==> src/rtl/mult_controller.sv <==
// rtl/mult_controller.sv - sequencing FSM for the shift-add multiplier datapath
module mult_controller #(
    parameter int COUNT_W = 3
) (
    input  logic               clk,
    input  logic               n_reset,
    input  logic               START,
    input  logic               Q0,
    input  logic [COUNT_W-1:0] count,
    output logic               RESET,
    output logic               DECREMENT,
    output logic               LOAD,
    output logic               ADD,
    output logic               SHIFT,
    output logic               BUSY,
    output logic               DONE,
    output logic [2:0]         state
);

    typedef enum logic [2:0] {
        ST_IDLE  = 3'd0,
        ST_LOAD  = 3'd1,
        ST_TEST  = 3'd2,
        ST_ADD   = 3'd3,
        ST_SHIFT = 3'd4,
        ST_DONE  = 3'd5
    } state_t;

    // Plain vector so the unused codes 6 and 7 remain representable and recoverable.
    logic [2:0] state_q;
    state_t     state_d;

    // State register; reset aborts any operation in flight without issuing DONE.
    always_ff @(posedge clk or negedge n_reset) begin
        if (!n_reset) begin
            state_q <= ST_IDLE;
        end else begin
            state_q <= state_d;
        end
    end

    // Next-state logic; illegal codes fall back to IDLE.
    always_comb begin
        state_d = ST_IDLE;
        case (state_q)
            ST_IDLE:  state_d = START ? ST_LOAD : ST_IDLE;
            ST_LOAD:  state_d = ST_TEST;
            ST_TEST: begin
                if (count == '0) begin
                    state_d = ST_DONE;
                end else if (Q0) begin
                    state_d = ST_ADD;
                end else begin
                    state_d = ST_SHIFT;
                end
            end
            ST_ADD:   state_d = ST_SHIFT;
            // The decrement issued in this state takes the counter from 1 to 0.
            ST_SHIFT: state_d = (count <= COUNT_W'(1)) ? ST_DONE : ST_TEST;
            ST_DONE:  state_d = ST_IDLE;
            default:  state_d = ST_IDLE;
        endcase
    end

    // Moore output decode: strobes depend on the current state only.
    always_comb begin
        RESET     = 1'b0;
        DECREMENT = 1'b0;
        LOAD      = 1'b0;
        ADD       = 1'b0;
        SHIFT     = 1'b0;
        BUSY      = 1'b0;
        DONE      = 1'b0;
        case (state_q)
            ST_LOAD: begin
                LOAD  = 1'b1;
                RESET = 1'b1;
                BUSY  = 1'b1;
            end
            ST_TEST: begin
                BUSY = 1'b1;
            end
            ST_ADD: begin
                ADD  = 1'b1;
                BUSY = 1'b1;
            end
            ST_SHIFT: begin
                SHIFT     = 1'b1;
                DECREMENT = 1'b1;
                BUSY      = 1'b1;
            end
            ST_DONE: begin
                DONE = 1'b1;
                BUSY = 1'b1;
            end
            default: begin
                BUSY = 1'b0;
            end
        endcase
    end

    assign state = state_q;

endmodule
==> config.mk <==
export PLATFORM = sky130hd
export DESIGN_NAME = mult_controller
export DESIGN_NICKNAME = d
export VERILOG_FILES = /design/src/rtl/mult_controller.sv
export SDC_FILE = /design/constraint.sdc
export NUM_CORES = 1
export LEC_CHECK = 0
export ABC_AREA = 0
export ABC_CLOCK_PERIOD_IN_PS = 1990
export CORE_AREA = 5 5 42 44
export CTS_CLUSTER_SIZE = 20
export DETAILED_ROUTE_END_ITERATION = 6
export DIE_AREA = 0 0 47 49
export HOLD_SLACK_MARGIN = 0.05
export SLEW_MARGIN = 30
export SYNTH_ARGS = -nofsm -noshare
export SYNTH_HDL_FRONTEND = slang
export SYNTH_SLANG_ARGS = --single-unit
==> constraint.sdc <==
create_clock -name clk -period 1.99 [get_ports clk]
set_input_delay 0.398 -clock clk [delete_from_list [all_inputs] [get_ports clk]]
set_output_delay 0.398 -clock clk [all_outputs]
set_load 0.05 [all_outputs]
==> results of run 1 <==
synthesized netlist by cell type:
master	instances	share of area, %
o21a_1	1	2.6
buf_4	2	5.3
nand2b_1	1	2.2
a21oi_1	2	3.5
nor3b_2	1	4.4
nand4bb_1	1	4.0
nor2_1	3	4.0
and2b_1	1	2.6
nor3b_1	1	2.6
a21oi_2	1	3.1
buf_6	2	7.9
o21ai_1	2	3.5
o32ai_2	1	5.7
and3b_2	2	7.0
nor3_1	2	3.5
o31ai_1	1	2.6
nor2b_1	1	2.2
nor3b_4	1	6.6
dfrtp_1	3	26
kinds of logic after synthesis:
logic type	share of synthesized area, %
AND/OR/NAND/NOR	39.2
AO/OA/AOI/OAI	21.1
buffers and inverters	13.2
flip-flops	26.4
final cells by class:
type | instances | area [um2] | area share (%)
Sequential cell | 3 | 76.3 | 14.2
Timing Repair Buffer | 16 | 235 | 43.6
Multi-Input combinational cell | 22 | 181 | 33.6
Tap cell | 16 | 20.0 | 3.71
Clock buffer | 4 | 26.3 | 4.87
stage by stage:
stage               instances  cell area (um2)  setup WS, ns
global route               61              539        0.0745
global placement           57              513         0.444
floorplan                  29              299       -0.0365
CTS                        61              539         0.175
finish                     61              539         0.199
detailed placement         57              513         0.422
layer usage:
layer / track usage, % / up-vias / wire length, um
li1: - / 139 / -
met1: 7.25 / 119 / 278
met2: 9.50 / 8 / 332
met3: 3.69 / 0 / 48
met4: 2.76 / 0 / 0
met5: 0 / - / 0
path summary, 6_finish.rpt:
check / start / to / slack [ns] / cells past startpoint
max: state[2] / DECREMENT / 0.20 / 2
min: n_reset / state[1] / 0.35 / 1
max reg2reg: state[2] / state[2] / 0.65 / 3
min reg2reg: state[0] / state[0] / 0.61 / 1
max in group asynchronous: n_reset / state[0] / 1.48 / 1
min in group clk: state[0] / state[0] / 0.61 / 1
worst reg2reg max path, stage by stage (launching register included):
cell and delay [ns]:
dfrtp_1 0.58, nor3b_4 0.40, a21oi_2 0.06, o32ai_2 0.20
layout by cell type, fill, tap and decap left out, drive strengths merged:
cell type and instances:
nor3 2, o32ai 1, nor3b 3, o21ai 2, o31ai 1, o21a 1, buf 10, nor2 3
nor2b 1, a21oi 3, and3b 2, dfrtp 3, nand2b 1, clkbuf 4, clkdlybuf4s50 6, and2b 1
nand4bb 1
==> metrics, run 1 <==
CP Buf/Inv Count 1; IO Pins 17; clk_lat worst skew 0.23 ns; RD Place Congestion 0.825; Hold Crit Class in -> async; yosys warns 0; hold_ws 0.349 ns; worst-path maximum fanout 13; Overall Global Routing Usage 6.41%; RSZ-0062 raised after global routing no; Die Wd 47 um; total core area 1400 um2; Crit path required time 1.59 ns; Die Span Y 49 um; CTS Buffer Depth 2; CTS H-tree lvls 1; Clock Pin Slew Worst Setup and Hold Paths 0.04 ns; Mapped Cells 29; count of filler cells inserted in the layout 147; setup bufs post-CTS 0; Net Count, Synth 36; Rows 14; post-synthesis average cell area 9.79 um2; critical setup path kind reg -> out; Largest register FFs 3; Residual DRC 0; routed wire length 659 um; Final ANT Viol Nets 0; Mapped Area 284 um2; Yosys reg bits 3; Remaining Overflow, GRT 0; number of hold buffers added after CTS 0; endpoint class of the critical path output port; Setup Viol. Count Final 0; DRT iter0 DRCs 0; die area 2300 um2; total iterations of the first detailed-routing run 1; Vias/cell 4.36; Tcrit/Tclk final 90.0%; root buffer cell clkbuf_4; initial cell density of the core 20.3%; CTS tree done; Fin Clk Skew 0.00446 ns; Ant. Diodes 0; IO buf count 16; Slew HR 67.1%; Resized Gates After CTS 0; Via Count 266; number of global-route vias before repair 261; max cap viols 0; Final Hold Fails 0; total negative slack 0 ns; clock sink count 3; critical path, cell by cell nor3b_4 -> buf_12; outcome complete, no violations; Worst Setup Start Kind flop; Critical Path AT 1.39 ns; Period minus WS final 1.79 ns; CTS buffer count 3; initial antenna violation count 0; WL per Instance 10.8 um; synthesis-to-finish area growth 89.9%; fin. max-slew vios 0; fin nets 53; final core area utilization 38.5%; critical path's slowest cell dfrtp_1; largest net degree at the start of global routing 14; Distinct cells, synth 19; sequential share of the synthesized area 26.4%; Fmax achieved 558 MHz; Critical Path Max Stage Delay 0.58 ns; CP delay by family, top flip-flops; share of layout cells above drive strength 1 46.7%; first-pass GRT wire length 1.06 mm; slew of the pin with the lowest slew margin 0.493 ns
Power of run 1 is not shown: default switching activity piles up to over one toggle a cycle in this logic, so the estimate is an artifact.
==> inputs of run 2 (changes only) <==
SKIP_CTS_REPAIR_TIMING = 1   (was unset)
==> results of run 2 <==
No change in the layout: final DEF, timing and power equal those of run 1.
Power of run 2 is left out for the same reason.
==> inputs of run 3 (changes only) <==
==> constraint.sdc (replaced) <==
create_clock -name clk -period 1.99 [get_ports clk]
set_input_delay 0.199 -clock clk [delete_from_list [all_inputs] [get_ports clk]]
set_output_delay 0.199 -clock clk [all_outputs]
set_load 0.05 [all_outputs]
==> run 3 against run 2 <==
Register-to-register slack improved by 0.04 ns. Sequential cell count did not move. Utilization down 4.3 points. Die area did not move. First-iteration DRC count is 1 higher. Clock skew grew 0.0012 ns. Hold slack got worse by 0.19 ns. Non-clock buffer count is 2 higher. Count of clock-buffer cells in the layout is the same. Global-route usage grew 1.2 points. Via count grew 6.8%. Critical path type unchanged.
==> metrics, run 3 (synthesis results as in run 1) <==
outcome complete, no violations; CP delay by family, top buffers and inverters; Largest register FFs 3; Ant. Diodes 0; initial antenna violation count 0; first-pass GRT wire length 1.19 mm; Final Hold Fails 0; Die Span Y 49 um; Final ANT Viol Nets 0; critical path's slowest cell clkdlybuf4s50_1; endpoint class of the critical path output port; count of filler cells inserted in the layout 160; WL per Instance 11.5 um; Hold Crit Class in -> async; largest net degree at the start of global routing 13; Fmax achieved 636 MHz; worst-case reg-to-reg path depth 3; reg2reg start state[1]; Setup Viol. Count Final 0; area post-placement 453 um2; max cap viols 0; CP Buf/Inv Count 1; total negative slack 0 ns; Die Wd 47 um; Crit path required time 1.79 ns; most frequent cells in the layout clkdlybuf4s50_1 (8), buf_4 (8), nor2_1 (3), clkbuf_4 (3), dfrtp_1 (3); CTS H-tree lvls 1; Critical Path Max Stage Delay 0.80 ns; total iterations of the first detailed-routing run 3; dpl hpwl 583 um; RSZ-0062 raised after global routing no; clk_lat worst skew 0.23 ns; Clock Pin Slew Worst Setup and Hold Paths 0.04 ns; routed wire length 727 um; Critical Path AT 1.37 ns; number of global-route vias before repair 286; IO Pins 17; initial cell density of the core 20.3%; RD Place Congestion 0.754; CTS buffer count 3; die area 2300 um2; CTS tree done; share of layout cells above drive strength 1 40.4%; Residual DRC 0; Tcrit/Tclk final 79.0%; Rows 14; Slew HR 67.0%; critical setup path kind reg -> out; Vias/cell 4.51; fin. max-slew vios 0; capturing point of the worst reg2reg path state[2]; DRT iter0 DRCs 1; slew of the pin with the lowest slew margin 0.494 ns; design area 479 um2; IO buf count 16; Worst Setup Start Kind flop; root buffer cell clkbuf_4; Period minus WS final 1.57 ns; Fin Clk Skew 0.00565 ns; Overall Global Routing Usage 7.61%; R2R setup slack 0.69 ns; Reg area 75.1 um2; multi-input logic area 178 um2; worst-path maximum fanout 2; clock sink count 3; total core area 1400 um2; synthesis-to-finish area growth 68.7%; CTS Buffer Depth 2; Via Count 284; Remaining Overflow, GRT 0; critical path, cell by cell clkdlybuf4s50_1; fin nets 55
[run 3: changes by cell type in the layout (fill, tap and decap cells not counted), sizes merged]
| cell | change |
|---|---|
| clkdlybuf4s50 | +2 |
[run 3: worst max-delay path by stage]
stage / cells past startpoint / slack, ns / end / from
final: 1 / 0.42 / state[0] / state[0]
after CTS: 1 / 0.40 / state[0] / state[0]
after floorplan: 2 / 0.10 / RESET / state[0]
after detailed placement: 1 / 0.66 / state[0] / state[0]
after global routing: 1 / 0.36 / state[0] / state[0]
after global placement: 4 / 0.61 / state[0] / count[1]
[run 3: per-stage QoR]
step	utilization [%]	instances	hold WS, ns	worst slack [ns]
floorplan	-	29	-0.0966	0.101
global placement	32.3	59	0.404	0.606
detailed placement	32.3	59	0.408	0.663
CTS	34.2	63	0.154	0.401
global route	34.2	63	0.157	0.358
finish	34.2	63	0.155	0.418
[run 3: worst reg2reg max path: cells and delay by family (launching register included)]
family             cells  cell delay, ns
DFF                    1            0.53
AOI/OAI and AO/OA      2            0.28
and+or+nand+nor        1            0.40
[run 3: area by class of cell]
type | instances | area share [%]
Sequential cell | 3 | 15.7
Tap cell | 16 | 4.18
Timing Repair Buffer | 18 | 37.6
Clock buffer | 4 | 5.48
Multi-Input combinational cell | 22 | 37.1
[run 3: per-layer routing]
layer	GRT usage, %	vias to the layer above	wire [um]
li1	-	141	-
met2	10.4	8	390
met4	8.29	0	19
met3	2.21	2	21
met1	8.37	133	294
met5	0	-	0
Power of run 3 is left out for the same reason.
